--- src/rtl/line_sequencer.sv ---
// line_sequencer
//
// Sequences the per-line renderers (layer 0, layer 1, sprites) for one
// display line at a time and flips the double-buffered line buffer banks.
//
// A render request (line_render_start) is accepted in any state. On accept
// the block latches the line index, toggles the write bank and snapshots the
// stage enables into a shadow copy. That shadow copy governs the whole line.
// Stages then run in the order L0 -> L1 -> SPR, skipping any stage that is
// disabled. If a request arrives while a line is still in progress, the block
// issues abort and overrun and restarts with the new line.
//
// Build option:
//   LINE_SEQ_STATS_EN  when defined, overrun_count is a saturating 8-bit
//                      count of overrun pulses. When undefined it is
//                      constant 0 and the counter is not built.
//
// Ports:
//   clk                 system clock, rising edge
//   rst                 asynchronous, active-high reset
//   line_render_start   one-cycle render request from the composer
//   line_idx[8:0]       scaled line number accompanying the request
//   layer0_enabled      stage enable for layer 0
//   layer1_enabled      stage enable for layer 1
//   sprites_enabled     stage enable for sprites
//   l0_done             renderer completion pulse for layer 0
//   l1_done             renderer completion pulse for layer 1
//   spr_done            renderer completion pulse for sprites
//   l0_start            registered start pulse for layer 0
//   l1_start            registered start pulse for layer 1
//   spr_start           registered start pulse for sprites
//   abort               registered pulse that stops every renderer
//   render_line_idx     line index latched for the renderers
//   lb_wrbank           line-buffer bank being rendered into
//   lb_rdbank           line-buffer bank being displayed (~lb_wrbank)
//   busy                high whenever a line is in progress
//   overrun             registered pulse when a request arrives while busy
//   overrun_count[7:0]  saturating overrun counter (see build option)

module line_sequencer (
    input  logic       clk,
    input  logic       rst,
    input  logic       line_render_start,
    input  logic [8:0] line_idx,
    input  logic       layer0_enabled,
    input  logic       layer1_enabled,
    input  logic       sprites_enabled,
    input  logic       l0_done,
    input  logic       l1_done,
    input  logic       spr_done,
    output logic       l0_start,
    output logic       l1_start,
    output logic       spr_start,
    output logic       abort,
    output logic [8:0] render_line_idx,
    output logic       lb_wrbank,
    output logic       lb_rdbank,
    output logic       busy,
    output logic       overrun,
    output logic [7:0] overrun_count
);

    typedef enum logic [1:0] {
        IDLE = 2'd0,
        L0   = 2'd1,
        L1   = 2'd2,
        SPR  = 2'd3
    } state_t;

    state_t     state;
    state_t     state_next;
    logic [2:0] shadow_en;
    logic [2:0] live_en;
    logic       done_honoured;
    logic       enter_stage;
    logic [2:0] start_next;

    // Enable vectors are packed {sprites, layer1, layer0}.
    assign live_en = {sprites_enabled, layer1_enabled, layer0_enabled};

    // First enabled stage in pipeline order; IDLE when nothing is enabled.
    function automatic state_t first_stage(input logic [2:0] en);
        if (en[0]) begin
            return L0;
        end else if (en[1]) begin
            return L1;
        end else if (en[2]) begin
            return SPR;
        end
        return IDLE;
    endfunction

    assign busy      = (state != IDLE);
    assign lb_rdbank = ~lb_wrbank;

    // Next-state logic. A done pulse counts only in its own stage and never
    // in the cycle that stage's start is still high, which filters stray or
    // early completions. A new request overrides any done in the same cycle.
    // Following stages are chosen from the shadow enables so that enable
    // changes in the middle of a line do not disturb it.
    always_comb begin
        state_next    = state;
        done_honoured = 1'b0;
        enter_stage   = 1'b0;
        start_next    = 3'b000;

        case (state)
            L0:      done_honoured = l0_done && !l0_start;
            L1:      done_honoured = l1_done && !l1_start;
            SPR:     done_honoured = spr_done && !spr_start;
            default: done_honoured = 1'b0;
        endcase

        if (line_render_start) begin
            state_next = first_stage(live_en);
        end else if (done_honoured) begin
            case (state)
                L0:      state_next = first_stage({shadow_en[2:1], 1'b0});
                L1:      state_next = first_stage({shadow_en[2], 2'b00});
                default: state_next = IDLE;
            endcase
        end

        enter_stage = line_render_start || done_honoured;

        if (enter_stage) begin
            case (state_next)
                L0:      start_next = 3'b001;
                L1:      start_next = 3'b010;
                SPR:     start_next = 3'b100;
                default: start_next = 3'b000;
            endcase
        end
    end

    // State, latched line context and the registered one-cycle pulses.
    // Reset drops the line silently: abort is cleared, never pulsed.
    always_ff @(posedge clk or posedge rst) begin
        if (rst) begin
            state           <= IDLE;
            shadow_en       <= 3'b000;
            render_line_idx <= 9'd0;
            lb_wrbank       <= 1'b0;
            l0_start        <= 1'b0;
            l1_start        <= 1'b0;
            spr_start       <= 1'b0;
            abort           <= 1'b0;
            overrun         <= 1'b0;
        end else begin
            state     <= state_next;
            l0_start  <= start_next[0];
            l1_start  <= start_next[1];
            spr_start <= start_next[2];
            abort     <= line_render_start && busy;
            overrun   <= line_render_start && busy;
            if (line_render_start) begin
                render_line_idx <= line_idx;
                lb_wrbank       <= ~lb_wrbank;
                shadow_en       <= live_en;
            end
        end
    end

`ifdef LINE_SEQ_STATS_EN
    // Counts on the same edge that raises overrun, so the count and the
    // pulse become visible together. Holds at 255 instead of wrapping.
    always_ff @(posedge clk or posedge rst) begin
        if (rst) begin
            overrun_count <= 8'd0;
        end else if (line_render_start && busy && (overrun_count != 8'hFF)) begin
            overrun_count <= overrun_count + 8'd1;
        end
    end
`else
    assign overrun_count = 8'd0;
`endif

endmodule

--- config.mk ---
export PLATFORM = sky130hd
export DESIGN_NAME = line_sequencer
export DESIGN_NICKNAME = d
export VERILOG_FILES = /design/src/rtl/line_sequencer.sv
export SDC_FILE = /design/constraint.sdc
export NUM_CORES = 1
export LEC_CHECK = 0
export ABC_CLOCK_PERIOD_IN_PS = 5700
export BUFFER_PORTS_ARGS = -buffer_cell sky130_fd_sc_hd__buf_2
export CAP_MARGIN = 20
export CELL_PAD_IN_SITES_DETAIL_PLACEMENT = 0
export CELL_PAD_IN_SITES_GLOBAL_PLACEMENT = 1
export CORE_ASPECT_RATIO = 1.1
export CORE_MARGIN = 3
export CORE_UTILIZATION = 37
export DETAILED_ROUTE_END_ITERATION = 8
export PLACE_DENSITY_LB_ADDON = 0.1
export SYNTH_ARGS = -nofsm -noshare
export SYNTH_HDL_FRONTEND = slang
export SYNTH_SLANG_ARGS = --single-unit
export TNS_END_PERCENT = 50
--- constraint.sdc ---
create_clock -name clk -period 5.7 [get_ports clk]
set_input_delay 0.285 -clock clk [delete_from_list [all_inputs] [get_ports clk]]
set_output_delay 0.285 -clock clk [all_outputs]
set_load 0.02 [all_outputs]
* Word-level counts from Yosys, hierarchy flattened
Index checks and enable logic that the tools add are counted.
Cells by class: eq/ne operators 6, mux-type cells 26, bitwise gates (word level) 1, reductions and logical operators 9
Operators with widths (number):
- $mux W2 | 10
- $mux W1 | 12
- $pmux W3 S3 | 1
- $eq A2 B2 Y1 const B | 4
- $eq A2 B1 Y1 const B | 2
- $logic_and A1 B1 Y1 | 4
- $pmux W2 S2 | 1
- $logic_not A1 Y1 | 3
- $mux W3 | 1
- $pmux W1 S3 | 1
- $reduce_bool A2 Y1 | 1
- $logic_or A1 B1 Y1 | 1
- $not A1 Y1 | 1
Storage, ports and cells: register bits 19, output and inout port bits 25

* Longest topological paths before layout
word-level depth 12, mapped depth 6, mapped depth without buffers 6

* Least setup slack after synthesis
No wires, ideal clock.
kind register to register, from register state[0], to register l1_start, arrival 1733 ps, required time 5635 ps, setup slack 3901 ps, cell stages (with the launch flop) 7, period minus slack after synthesis 1799 ps, path through dfrtp_1 inv_1 ha_1 and4bb_4 a311oi_4 mux2i_1 o221a_2
On the way: word-level cells in the longest chain between the ends 7, elaborated cells on any way between the ends 13, those cells by class eq/ne (6); mux (6); reduce/logical (1)
Ends and longest elaborated chain:
- start: declaration | RTL line 70 | state_t state;
- start signal: assignment | RTL line 150 | state <= state_next;
- $eq A2 B2 Y1 (tied with other cells) | RTL line 107 | case (state)
- $pmux W1 S3 / $pmux W2 S2 (equally long branches) | RTL line 107, 117
- $mux W2 | RTL line 116 | end else if (done_honoured) begin
- $mux W2 | RTL line 114 | if (line_render_start) begin
- $eq A2 B2 Y1 / $eq A2 B1 Y1 (equally long branches) | RTL line 127 | case (state_next)
- $pmux W3 S3 | RTL line 127
- $mux W3 (*) | RTL line 126 | if (enter_stage) begin
- net start_next[1] | RTL line 76 | logic [2:0] start_next;
- end signal: assignment | RTL line 152 | l1_start <= start_next[1];
- end: declaration | RTL line 52 | output logic l1_start,
The timed path passes the listed nets; every way through them passes the cells marked *. A chain may end at the register's enable or synchronous reset.

* Final worst setup path
Ends and elaborated chain as after synthesis.

==> run summary <==
Status - finished, final reports clean
Post-DP HPWL - 1387 um
Nets - 135
Reg-to-Reg End - l1_start
Yosys cell types - 27
Initial detailed-routing violation count - 12
Post-route ant nets - 0
Max-capacitance violation count - 0
Gates resized, CTS repair - 0
Post CTS Setup Buffer Count - 0
Fin. max-slew vios - 0
Worst path bufs/invs - 1
Core Region - 0.002342 mm2
Critical path data required time - 5.93 ns
Routed WL - 1759 um
Vias in the first global route - 715
Overflow after GRT - 0
Initial DRT Pass Iterations - 2
Vias after detailed routing - 681
Internal - 265.0 uW
Seq/Total Area, Yosys - 47.43%
Max-slew headroom - 55.03%
Max clock buf depth - 2
Part of the power in registers - 38.9%
Synth Cell Area - 949.7 um2
R2R setup slack - 3.66 ns
Die Area - 0.003211 mm2
Seq cells post-synth - 18
Fin Hold WS - 0.07839 ns
Final Util - 48.82%
Setup TNS - 0 ns
TritonCTS clock tree - yes
DRC - 0
Post-Syn Instances - 78
Slowest cell on crit path - dfrtp_1
Pwr per Cell Area - 376.4 mW/mm2
Non-Filler Instances - 142
Yosys Warn Count - 0
Top delay family on crit path - compound AO/OA/AOI/OAI gates
Reg2reg path depth - 6
FP Rows - 18
Antenna diodes - 0
Logic pwr share - 43.1%
Ports - 43
Largest net degree at the start of global routing - 22
Die X - 54.31 um
Crit path cell chain - inv_1 > ha_1 > and4bb_4 > a311oi_4 > mux2i_1 > o221a_2
FILL cells - 231
Layout cells sized above 1 - 49.11%
Final Cell Area - 0.001144 mm2
Area of the multi-input gates - 422.9 um2
# setup viols final - 0
Setup WS pre-CTS - 3.698 ns
Slew of the pin with the lowest slew margin - 0.6739 ns
Routed vias/inst - 4.796
Fin worst setup slack - 3.660 ns
Crit. End Element - flop
Syn Area/Cell - 12.18 um2
Cell count after placement - 138
Startpoint Class - flop
Crit-path max FO - 5
Root Buffer Master - clkbuf_4
Achievable clock frequency - 0.4902 GHz
GRT Overall Usage - 12.26%
Crit path from - state[0]
Starting Density - 40.54%
P_leak - 0.5904 nW
Switching share of power - 38.44%
Minimum clock period - 2.040 ns
Clock power share - 18.0%
Reg clk slew, reported paths - 0.10 ns
Reg area - 450.4 um2
Initial antenna violation count - 0
Worst R2R Start - state[0]
CTS Hold Buffers Added - 0
NetSw - 165.5 uW
Synth-to-Final Area Change - 20.42%
Total Power - 430.5 uW
Most common cell after layout, fill and taps aside - buf_2
Hold Violations, Final - 0
CTS Buf Count - 3
Critical path's largest stage delay - 0.41 ns
Total clock sinks - 18
Wire length per cell - 12.39 um
H-tree Lvls - 1
Port buffer count - 34
First-pass GRT wire length - 2877 um
Most frequent cells in the layout - buf_2 (34), dfrtp_1 (18), mux2_2 (11)
RSZ-0062 raised after global routing - no
Clock Latency Late Sink - 0.28 ns
RD Place Congestion - 0.8454
Die Span Y - 59.14 um
Dpl cell area - 0.001107 mm2
Final period util - 35.79%
Final Skew - 0.002026 ns
Hold/Removal Path Class - in -> async
Critical Path AT - 2.27 ns
VDD IR-drop max - 174.9 uV
Worst setup path class - reg -> reg
layer usage:
layer  part of all wire, %  track usage, %  wire, um
met3                   6.8           3.023       120
met4                  0.80           5.338        14
met5                     0               0         0
met2                    51           21.54       890
met1                    42           13.60       733
worst max path at each step:
stage,end,depth (start not counted)
2_1_floorplan,l1_start,6
3_3_place_gp,l1_start,6
4_1_cts,l1_start,6
6_report,l1_start,6
5_1_grt,l1_start,6
3_5_place_dp,l1_start,6
registers in the layout, indices dropped and copies added, names as in the netlist:
signal / cells
overrun: 1
state: 2
shadow_en: 2
l0_start: 1
render_line_idx: 9
spr_start: 1
lb_wrbank: 1
l1_start: 1
cells by family (layout without fill, tap and decap cells):
kind of cell	Yosys count	after routing	share of synthesized area, %
DFF	18	18	47.43
buffers and inverters	18	45	10.80
AOI/OAI and AO/OA	13	13	13.44
muxes	12	12	14.10
and+or+nand+nor	11	11	7.642
adders and majority gates	4	4	5.270
other	1	8	0.3949
xor gates and xnor gates	1	1	0.9224
area by class of cell:
class / count / area share (%)
inverter: 7 / 2.298
timing repair buffer: 34 / 14.88
multi-input combinational: 49 / 36.98
sequential: 18 / 39.39
clock buffer: 4 / 3.173
tap: 30 / 3.282
Yosys cell counts:
master    count  area (um2)
dfrtp_1      18       450.4
mux2_2       11       123.9
buf_4         9       67.56
inv_1         7       26.28
ha_1          4       50.05
nor2_1        4       15.01
a21oi_1       2       10.01
a311o_2       2       22.52
nand2b_1      2       12.51
nor3_1        2       10.01
a211oi_1      1       7.510
a221oi_1      1       8.760
a22oi_1       1       7.510
a311oi_4      1       26.28
a31oi_1       1       6.260
and4bb_1      1       12.51
and4bb_4      1       16.27
buf_1         1       3.750
buf_2         1       5.000
conb_1        1       3.750
mux2i_1       1       10.01
nor2b_1       1       6.260
o211a_1       1       10.01
o21a_1        1       7.510
o21ba_2       1       10.01
o221a_2       1       11.26
xor2_1        1       8.760
power groups by stage:
| stage | Sequential [mW] | Combinational (mW) | Clock [mW] |
|---|---|---|---|
| detailed placement | 0.170 | 0.187 | 0 |
| global route | 0.172 | 0.203 | 0.0844 |
| floorplan | 0.191 | 0.118 | 0 |
| CTS | 0.168 | 0.187 | 0.0819 |
| finish | 0.167 | 0.186 | 0.0776 |
| global placement | 0.169 | 0.185 | 0 |
No activity file was read; power rests on OpenSTA's default activity.
